==> src/rtl/pcie_tx_serializer_pkg.sv <==
// Shared definitions for the PCIE transmit serializer: idle symbol, width codes
// and the width-to-byte-count helper.
package pcie_tx_pkg;

  localparam logic [7:0] IDLE_SYM_K285 = 8'hBC;

  typedef enum logic [1:0] {
    W8   = 2'b00,
    W16  = 2'b01,
    W32  = 2'b10,
    WRSV = 2'b11
  } width_e;

  typedef enum logic {
    ST_IDLE = 1'b0,
    ST_DATA = 1'b1
  } state_e;

  // Zero marks the reserved encoding so callers can reject it directly.
  function automatic logic [2:0] width_bytes(input logic [1:0] ws);
    case (width_e'(ws))
      W8:      width_bytes = 3'd1;
      W16:     width_bytes = 3'd2;
      W32:     width_bytes = 3'd4;
      default: width_bytes = 3'd0;
    endcase
  endfunction

endpackage

==> src/rtl/pcie_tx_serializer_if.sv <==
// Word-in / serial-out bundle of the PCIE transmit serializer.
interface pcie_tx_serializer_if #(
  parameter int MAX_BYTES = 4
);
  logic                   enb;
  logic                   in_valid;
  logic                   in_ready;
  logic [8*MAX_BYTES-1:0] dataIn;
  logic [MAX_BYTES-1:0]   kIn;
  logic [1:0]             dataS;
  logic                   serialOut;
  logic                   kOut;
  logic                   symStart;
  logic                   idleOut;
  logic                   cfgErr;

  modport master (
    output enb, in_valid, dataIn, kIn, dataS,
    input  in_ready, serialOut, kOut, symStart, idleOut, cfgErr
  );

  modport slave (
    input  enb, in_valid, dataIn, kIn, dataS,
    output in_ready, serialOut, kOut, symStart, idleOut, cfgErr
  );

endinterface

==> src/rtl/pcie_tx_serializer_tx_symbol_shifter.sv <==
// 8-bit symbol load/shift register: bit_out shows the current bit, k_out the
// K tag of the symbol being shifted.
module tx_symbol_shifter (
  input  logic       clk,
  input  logic       rst,
  input  logic       enb,
  input  logic       load,
  input  logic [7:0] load_data,
  input  logic       load_k,
  output logic       bit_out,
  output logic       k_out
);

  logic [6:0] rest_q;

  always_ff @(posedge clk) begin
    if (rst) begin
      bit_out <= 1'b0;
      k_out   <= 1'b0;
    end else if (enb) begin
      if (load) begin
        bit_out <= load_data[0];
        k_out   <= load_k;
      end else begin
        bit_out <= rest_q[0];
      end
    end
  end

  // Remaining bits of the symbol; left unreset since a load always precedes use.
  always_ff @(posedge clk) begin
    if (enb) begin
      if (load) rest_q <= load_data[7:1];
      else      rest_q <= {1'b0, rest_q[6:1]};
    end
  end

endmodule

==> src/rtl/pcie_tx_serializer.sv <==
// PCIE transmit serializer: takes 1/2/4-byte words with K flags and shifts them
// out LSB first, filling every gap with K28.5 idle symbols.
module pcie_tx_serializer
  import pcie_tx_pkg::*;
#(
  parameter int         MAX_BYTES = 4,
  parameter logic [7:0] IDLE_SYM  = IDLE_SYM_K285
) (
  input logic                 clk,
  input logic                 rst,
  pcie_tx_serializer_if.slave bus
);

  localparam int WORD_W = 8 * MAX_BYTES;

  state_e               state;
  logic [2:0]           bit_cnt;
  logic [1:0]           byte_cnt;
  logic [1:0]           n_last;
  logic [WORD_W-1:0]    word_q;
  logic [MAX_BYTES-1:0] k_q;

  logic [2:0] req_bytes;
  logic       legal;
  logic       boundary;
  logic       take;
  logic       sh_load;
  logic [7:0] sh_data;
  logic       sh_k;

  always_comb begin
    req_bytes = width_bytes(bus.dataS);
    legal     = (req_bytes != 3'd0) && (int'(req_bytes) <= MAX_BYTES);
    boundary  = (bit_cnt == 3'd7) && (byte_cnt == n_last);
    take      = boundary && bus.in_valid && legal;
  end

  assign bus.in_ready = bus.enb & ~rst & boundary & ~(bus.in_valid & ~legal);

  // Pick what the shifter loads: new word byte 0, an idle fill, or the next byte.
  always_comb begin
    sh_load = 1'b0;
    sh_data = IDLE_SYM;
    sh_k    = 1'b1;
    if (boundary) begin
      sh_load = 1'b1;
      if (take) begin
        sh_data = bus.dataIn[7:0];
        sh_k    = bus.kIn[0];
      end
    end else if (bit_cnt == 3'd7 && state == ST_DATA) begin
      sh_load = 1'b1;
      sh_data = word_q[7:0];
      sh_k    = k_q[0];
    end
  end

  always_ff @(posedge clk) begin
    if (rst) begin
      state        <= ST_IDLE;
      bit_cnt      <= 3'd7;
      byte_cnt     <= 2'd0;
      n_last       <= 2'd0;
      bus.symStart <= 1'b0;
      bus.idleOut  <= 1'b0;
      bus.cfgErr   <= 1'b0;
    end else if (bus.enb) begin
      if (boundary) begin
        bit_cnt      <= 3'd0;
        byte_cnt     <= 2'd0;
        bus.symStart <= 1'b1;
        if (take) begin
          state       <= ST_DATA;
          n_last      <= 2'(req_bytes - 3'd1);
          bus.idleOut <= 1'b0;
          bus.cfgErr  <= 1'b0;
        end else begin
          state       <= ST_IDLE;
          n_last      <= 2'd0;
          bus.idleOut <= 1'b1;
          bus.cfgErr  <= bus.in_valid;
        end
      end else if (bit_cnt == 3'd7) begin
        bit_cnt      <= 3'd0;
        byte_cnt     <= byte_cnt + 2'd1;
        bus.symStart <= 1'b1;
        bus.cfgErr   <= 1'b0;
      end else begin
        bit_cnt      <= bit_cnt + 3'd1;
        bus.symStart <= 1'b0;
        bus.cfgErr   <= 1'b0;
      end
    end
  end

  // Word register holds the bytes still to send; byte 0 goes straight to the shifter.
  always_ff @(posedge clk) begin
    if (bus.enb) begin
      if (take) begin
        word_q <= bus.dataIn >> 8;
        k_q    <= bus.kIn >> 1;
      end else if (sh_load && !boundary) begin
        word_q <= word_q >> 8;
        k_q    <= k_q >> 1;
      end
    end
  end

  tx_symbol_shifter u_shifter (
    .clk       (clk),
    .rst       (rst),
    .enb       (bus.enb),
    .load      (sh_load),
    .load_data (sh_data),
    .load_k    (sh_k),
    .bit_out   (bus.serialOut),
    .k_out     (bus.kOut)
  );

endmodule

==> src/flat_wrapper.sv <==
// flat-port wrapper written by rule: the top's interface ports become plain ports
module pcie_tx_serializer_flat import pcie_tx_pkg::*;
#(
  parameter int         MAX_BYTES = 4,
  parameter logic [7:0] IDLE_SYM  = IDLE_SYM_K285
)
  (clk, rst, bus_enb, bus_in_valid, bus_dataIn, bus_kIn, bus_dataS, bus_in_ready, bus_serialOut, bus_kOut, bus_symStart, bus_idleOut, bus_cfgErr);
  pcie_tx_serializer_if #(.MAX_BYTES(MAX_BYTES)) bus_i ();
  input logic clk;
  input logic rst;
  input wire logic [$bits(bus_i.enb)-1:0] bus_enb;
  input wire logic [$bits(bus_i.in_valid)-1:0] bus_in_valid;
  input wire logic [$bits(bus_i.dataIn)-1:0] bus_dataIn;
  input wire logic [$bits(bus_i.kIn)-1:0] bus_kIn;
  input wire logic [$bits(bus_i.dataS)-1:0] bus_dataS;
  output wire logic [$bits(bus_i.in_ready)-1:0] bus_in_ready;
  output wire logic [$bits(bus_i.serialOut)-1:0] bus_serialOut;
  output wire logic [$bits(bus_i.kOut)-1:0] bus_kOut;
  output wire logic [$bits(bus_i.symStart)-1:0] bus_symStart;
  output wire logic [$bits(bus_i.idleOut)-1:0] bus_idleOut;
  output wire logic [$bits(bus_i.cfgErr)-1:0] bus_cfgErr;
  assign bus_i.enb = bus_enb;
  assign bus_i.in_valid = bus_in_valid;
  assign bus_i.dataIn = bus_dataIn;
  assign bus_i.kIn = bus_kIn;
  assign bus_i.dataS = bus_dataS;
  assign bus_in_ready = bus_i.in_ready;
  assign bus_serialOut = bus_i.serialOut;
  assign bus_kOut = bus_i.kOut;
  assign bus_symStart = bus_i.symStart;
  assign bus_idleOut = bus_i.idleOut;
  assign bus_cfgErr = bus_i.cfgErr;
  pcie_tx_serializer #(.MAX_BYTES(MAX_BYTES), .IDLE_SYM(IDLE_SYM)) u_core (.clk(clk), .rst(rst), .bus(bus_i));
endmodule
==> config.mk <==
export PLATFORM = sky130hd
export DESIGN_NAME = pcie_tx_serializer_flat
export DESIGN_NICKNAME = d
export VERILOG_FILES = /design/src/rtl/pcie_tx_serializer_pkg.sv /design/src/rtl/pcie_tx_serializer_if.sv /design/src/rtl/pcie_tx_serializer_tx_symbol_shifter.sv /design/src/rtl/pcie_tx_serializer.sv /design/src/flat_wrapper.sv
export SDC_FILE = /design/constraint.sdc
export NUM_CORES = 1
export LEC_CHECK = 0
export ABC_AREA = 0
export CAP_MARGIN = 20
export CORE_AREA = 2 2 77 72
export DETAILED_ROUTE_END_ITERATION = 12
export DIE_AREA = 0 0 79 74
export GPL_TIMING_DRIVEN = 0
export PLACE_DENSITY = 0.69
export SLEW_MARGIN = 15
export SYNTH_ARGS = -nofsm -noshare
export SYNTH_HDL_FRONTEND = slang
export SYNTH_SLANG_ARGS = --single-unit
==> constraint.sdc <==
create_clock -name clk -period 3.3 [get_ports clk]
set_input_delay 0.33 -clock clk [delete_from_list [all_inputs] [get_ports clk]]
set_output_delay 0.33 -clock clk [all_outputs]
set_load 0.03 [all_outputs]
==> Yosys cells after proc, flatten, opt, wreduce, memory -nomap -nowiden <==
Cells that the tools add are included.
{ "classes": {"addsub": 3, "magnitude_cmp": 1, "n_eq_ne": 4, "mux": 26, "n_bitwise": 7, "n_reduce_logical": 15} }
{ "op_table": {"columns": ["cell", "count"], "rows": [
  ["two-way mux 24 bit", 2],
  ["two-way mux 8 bit", 3],
  ["two-way mux 1 bit", 12],
  ["two-way mux 3 bit", 4],
  ["case mux 3 bit (3 select lines)", 1],
  ["AND reduction 2 bit", 4],
  ["logical AND 1 bit", 6],
  ["two-way mux 2 bit", 3],
  ["two-way mux 6 bit", 1],
  ["AND 1 bit", 4],
  ["nonzero test 2 bit", 2],
  ["adder 3 x 1 -> 3 bit, second input constant", 1],
  ["== test 3 bit, second input constant", 1],
  ["less-or-equal comparator 3 bit, second input constant", 1],
  ["NOT 1 bit", 3],
  ["nonzero test 3 bit", 1],
  ["adder 2 x 1 -> 2 bit, second input constant", 1],
  ["== test 2 x 1 -> 1 bit, second input constant", 1],
  ["== test 2 bit", 1],
  ["== test 2 bit, second input constant", 1],
  ["logical NOT 2 bit", 1],
  ["subtractor 2 x 1 -> 2 bit, second input constant", 1],
  ["logical NOT 1 bit", 1]
]} }
{ "totals": {"register_bits": 47, "inputBits": 42, "output_inout_bits": 6, "elab_cells": 69} }

==> Longest topological paths before layout <==
{ "depth": {"depth_word": 8, "ltp_mapped": 8, "depth_no_buf": 6} }

==> Cells and area by module <==
A second synthesis with hierarchy kept.
{ "hier_totals": {"hier_cells": 154, "hier_area_um2": 2235.9} }
{ "modules_own_cells": {"columns": ["module", "n_inst", "cells_each", "area_per_inst_um2", "seq_area_each_um2"], "rows": [
  ["pcie_tx_serializer", 1, 131, 1853.0, 1031.0],
  ["tx_symbol_shifter", 1, 23, 382.9, 250.2]
]} }

==> Worst setup path after synthesis <==
No wires, ideal clock.
{ "synth_timing": {"path_kind": "register -> register", "from": "register u_core.bit_cnt[0]", "to": "register u_core.k_q[0] (enable)", "setup_ps": 420, "arrival_time_ps": 2609, "t_required_ps": 2880, "slack_ps": 271, "path_stages_with_launch": 8, "n_path_buf": 2, "period_less_slack_ps": 3029, "path_cell_list": "dfxtp_1 ha_1 ha_1 buf_2 nand3_2 buf_2 nand2_1 a21oi_1"} }
{ "synth_between": {"elab_chain_cells": 7, "word_cells_on_any_way": 11, "cone_classes": "eq/ne: 1; mux: 2; reduce/logical: 8"} }
{ "synth_rtl": {"columns": ["element", "line_no", "rtl"], "rows": [
  ["start: declaration", "pcie_tx_serializer.sv:17", "logic [2:0] bit_cnt;"],
  ["start signal: assignment", "pcie_tx_serializer.sv:89", "bit_cnt <= bit_cnt + 3'd1;"],
  ["== test 3 bit (*)", "pcie_tx_serializer.sv:34, pcie_tx_serializer.sv:51", null],
  ["logical AND 1 bit", "pcie_tx_serializer.sv:51", "end else if (bit_cnt == 3'd7 && state == ST_DATA) begin"],
  ["two-way mux 1 bit", "pcie_tx_serializer.sv:51", null],
  ["two-way mux 1 bit", "pcie_tx_serializer.sv:45", "if (boundary) begin"],
  ["logical AND 1 bit", "pcie_tx_serializer.sv:102", "end else if (sh_load && !boundary) begin"],
  ["nonzero test 2 bit (no source line) (*)", null, null],
  ["AND reduction 2 bit (no source line) (*)", null, null],
  ["end signal: assignment", "pcie_tx_serializer.sv:101", "k_q <= bus.kIn >> 1;"],
  ["end signal: assignment", "pcie_tx_serializer.sv:104", "k_q <= k_q >> 1;"],
  ["end: declaration", "pcie_tx_serializer.sv:21", "logic [MAX_BYTES-1:0] k_q;"]
]} }
Mark *: on every way between the ends. The rest lies on a longest branch, timed or not.
A chain may end at the register's enable or synchronous reset.

==> Worst setup path after layout <==
{ "layout_timing": {"from": "input bus_enb", "to": "output bus_in_ready"} }
{ "layout_between": {"elab_chain_cells": 3} }
{ "layout_rtl": {"columns": ["element", "line_no", "rtl"], "rows": [
  ["start: declaration", "flat_wrapper.sv:11", "input wire logic [$bits(bus_i.enb)-1:0] bus_enb;"],
  ["AND 1 bit (3 in series)", "pcie_tx_serializer.sv:38", "assign bus.in_ready = bus.enb & ~rst & boundary & ~(bus.in_valid & ~legal);"],
  ["end: declaration", "flat_wrapper.sv:16", "output wire logic [$bits(bus_i.in_ready)-1:0] bus_in_ready;"]
]} }
No other way between the ends.

==> results by group <==
Clock network
  – CTS Buffer Depth: 2
  – Total CTS buffers: 5
  – Cell at the root of the clock tree: clkbuf_8
  – Number of levels in the clock H-tree: 2
  – CTS hold repair buffers: 0
  – Clock Pin Slew Worst Setup and Hold Paths: 0.09 ns
  – TritonCTS clock tree: built
  – Total setup buffers inserted after CTS: 0
  – Total clock sinks: 47
  – Clock insertion delay at the later pin of the skew report: 0.29 ns

Timing
  – Setup repair after global routing missed its margin: no
  – Total Negative Setup Slacks: 0 ns
  – Min Tclk post-route: 3.086 ns
  – Number of max-slew violations in the final report: 0
  – Slew of the pin with the lowest slew margin: 0.5428 ns
  – Worst rel slew slack: 63.53%
  – Share of the clock period used by the worst path: 93.51%
  – Fmax: 324.0 MHz
  – Final setup violation count: 0
  – Worst Clk Skew: 0.009981 ns
  – Final hold vios: 0

Final layout
  – Share of the core filled with cells: 57.11%
  – Most used cells in the layout excluding fill and tap cells: clkdlybuf4s50_1, edfxtp_1, nand2_1, a21oi_1, dfxtp_1
  – Fraction of final layout cells sized beyond drive strength 1: 17.17%
  – Area growth syn-to-layout: 31.57%
  – Layout Cells excl Fill: 300
  – # diodes: 0
  – Area used by sequential logic in the layout: 1281 um2
  – Count of filler cells inserted in the layout: 454
  – Area occupied by multi-input gates: 875.8 um2
  – Final layout net count: 277
  – Commonest non-fill, non-tap cell in the layout: clkdlybuf4s50_1

Pwr
  – PD cells: 502.0 nW/um2
  – Leakage dissipation: 1.059 nW
  – VDD IR-drop max: 0.2740 mV
  – Final Total Pwr: 1.453 mW

Synth
  – Net count after synthesis: 222
  – Yosys synthesis warning count: 0
  – Post-synthesis sequential area ratio: 58.25%
  – Distinct cell type count of the synthesized netlist: 37
  – Gate count after technology mapping: 177
  – Register bit count reported by yosys: 47
  – Syn Area/Cell: 12.43 um2
  – Cell area after synthesis: 2200 um2

Worst hold path
  – Worst hold path depth: 2
  – Hold Path End: u_core.bus.cfgErr
  – Class of the most critical hold timing path: register to register
  – HP Start: u_core.bus.cfgErr

Route
  – Drt first-iter violations: 100
  – Vias per inst: 4.957
  – Post-route DRC violation count: 0
  – WL per Instance: 13.29 um
  – DRT Wirelength: 3.988 mm
  – Final antenna-violating net count: 0
  – DRT Pass-1 Iters: 4
  – Routed via count: 1487

GRT
  – Vias in the first global route: 1398
  – Pin count of the biggest net entering global routing: 16
  – Total global routing track utilization: 14.13%
  – Wire length of the first global-routing pass: 6.361 mm
  – Grt ovf: 0
  – Initial antenna violation count: 0

Setup path
  – Startpoint class of the critical path: input port
  – Length in cells of the worst reg-to-reg path: 8
  – Crit path from: bus_enb
  – Setup crit end kind: primary output
  – R2R setup slack: 0.82 ns
  – Worst r2r dst: u_core.word_q[5]
  – Launch point of the worst reg-to-reg path: u_core.bit_cnt[0]
  – Worst Path Arrival: 2.76 ns
  – Crit path required time: 2.97 ns
  – Max Fanout on Critical Path: 9
  – Crit Path Class: input port to primary output

Placement
  – Dpl cells: 292
  – DP HPWL: 2.945 mm
  – Final weighted congestion of routability-driven global placement: 0.7763
  – Number of buffers inserted by port buffering: 47

Floorplan
  – Starting Density: 43.41%
  – Die width: 79 um
  – Area inside the core boundary: 5067 um2
  – Num rows: 25
  – Height of the die: 74 um
  – Die ar.: 5846 um2
  – Count of pins on the block boundary: 48

Outcome
  – Result of the run: completed

Flow run
  – Max-cap viol count: 0
==> critical path, cell delays in order <==
cell             delay, ns
clkdlybuf4s50_1       0.70
clkbuf_2              0.32
and2_1                0.20
nand3_1               0.21
nor3_1                0.29
clkdlybuf4s50_1       0.71
==> routing by layer <==
layer  share of wire [%]  vias up  wire [um]  track usage (%)
li1                    -      757          -                -
met1                  46      684       1826            18.48
met2                  48       44       1899            23.16
met3                 6.2        2        246            4.612
met4                0.40        0         16            3.448
met5                   0        -          0                0
==> registers in the layout, summed over array words and instances, names as in the netlist, 2 cells and up <==
name,cells
u_core.bit_cnt,3
u_core.byte_cnt,2
u_core.k_q,3
u_core.n_last,2
u_core.u_shifter.rest_q,7
u_core.word_q,24
==> cell families after synthesis <==
| kind of cell | after synthesis | synth area share [%] |
|---|---|---|
| buffers and inverters | 9 | 2.446 |
| DFF | 47 | 58.25 |
| muxes | 20 | 11.66 |
| and+or+nand+nor | 60 | 13.99 |
| AOI/OAI and AO/OA | 33 | 9.614 |
| xor gates and xnor gates | 5 | 2.333 |
| adders and majority gates | 3 | 1.707 |
==> power by group <==
group          internal [mW]  switching (mW)
Sequential             0.698          0.0215
Clock                  0.226           0.193
Combinational          0.158           0.157
Total                   1.08           0.371
==> per-stage QoR <==
| stage | setup slack (ns) | instance area (um2) | hold WS (ns) |
|---|---|---|---|
| 2_1_floorplan | 0.2714 | 2200 | 0.4425 |
| 3_5_place_dp | 0.1253 | 2780 | 0.4631 |
| 5_1_grt | 0.08852 | 2894 | 0.5070 |
| 4_1_cts | 0.1173 | 2893 | 0.4762 |
| 6_report | 0.2140 | 2894 | 0.4702 |
| 3_3_place_gp | -0.7431 | 2754 | 0.4535 |
==> cell usage after synthesis, drive strengths merged <==
| cell type | n | area, um2 |
|---|---|---|
| a21bo | 1 | 10.01 |
| a21boi | 1 | 18.77 |
| a21oi | 14 | 70.07 |
| a221oi | 1 | 8.760 |
| a22oi | 1 | 7.510 |
| a31oi | 7 | 43.79 |
| a32o | 1 | 10.01 |
| and2 | 11 | 68.82 |
| and3 | 1 | 6.260 |
| buf | 4 | 35.03 |
| clkbuf | 2 | 7.510 |
| dfxtp | 13 | 260.3 |
| edfxtp | 34 | 1021 |
| ha | 3 | 37.54 |
| inv | 3 | 11.26 |
| mux2 | 18 | 236.5 |
| mux2i | 2 | 20.02 |
| nand2 | 28 | 105.1 |
| nand3 | 5 | 42.54 |
| nand4 | 1 | 6.260 |
| nand4b | 1 | 8.760 |
| nor2 | 5 | 28.78 |
| nor2b | 1 | 6.260 |
| nor3 | 7 | 35.03 |
| o211ai | 1 | 7.510 |
| o21a | 1 | 7.510 |
| o21ai | 4 | 20.02 |
| o31ai | 1 | 7.510 |
| xnor2 | 2 | 17.52 |
| xor2 | 3 | 33.79 |
==> area by class of cell <==
cell class	instances	share of cell area (%)
clock buffer	5	2.378
inverter	3	0.3891
timing repair buffer	48	16.77
tap	67	2.897
clock inverter	3	1.513
buffer	6	1.513
sequential	47	44.27
multi-input combinational	121	30.26
==> timing repair <==
item | CTS | global route
gates resized for setup | 0 | 2
endpoints found under the setup margin | 0 | 1
hold endpoints to repair | 0 | 0
==> how the worst max path moves through the flow <==
| stage | end | slack (ns) |
|---|---|---|
| 2_1_floorplan | u_core.k_q[0] | 0.27 |
| 3_3_place_gp | u_core.word_q[22] | -0.74 |
| 3_5_place_dp | bus_in_ready | 0.13 |
| 4_1_cts | bus_in_ready | 0.12 |
| 5_1_grt | bus_in_ready | 0.09 |
| 6_report | bus_in_ready | 0.21 |
No activity file was read; power rests on OpenSTA's default activity.
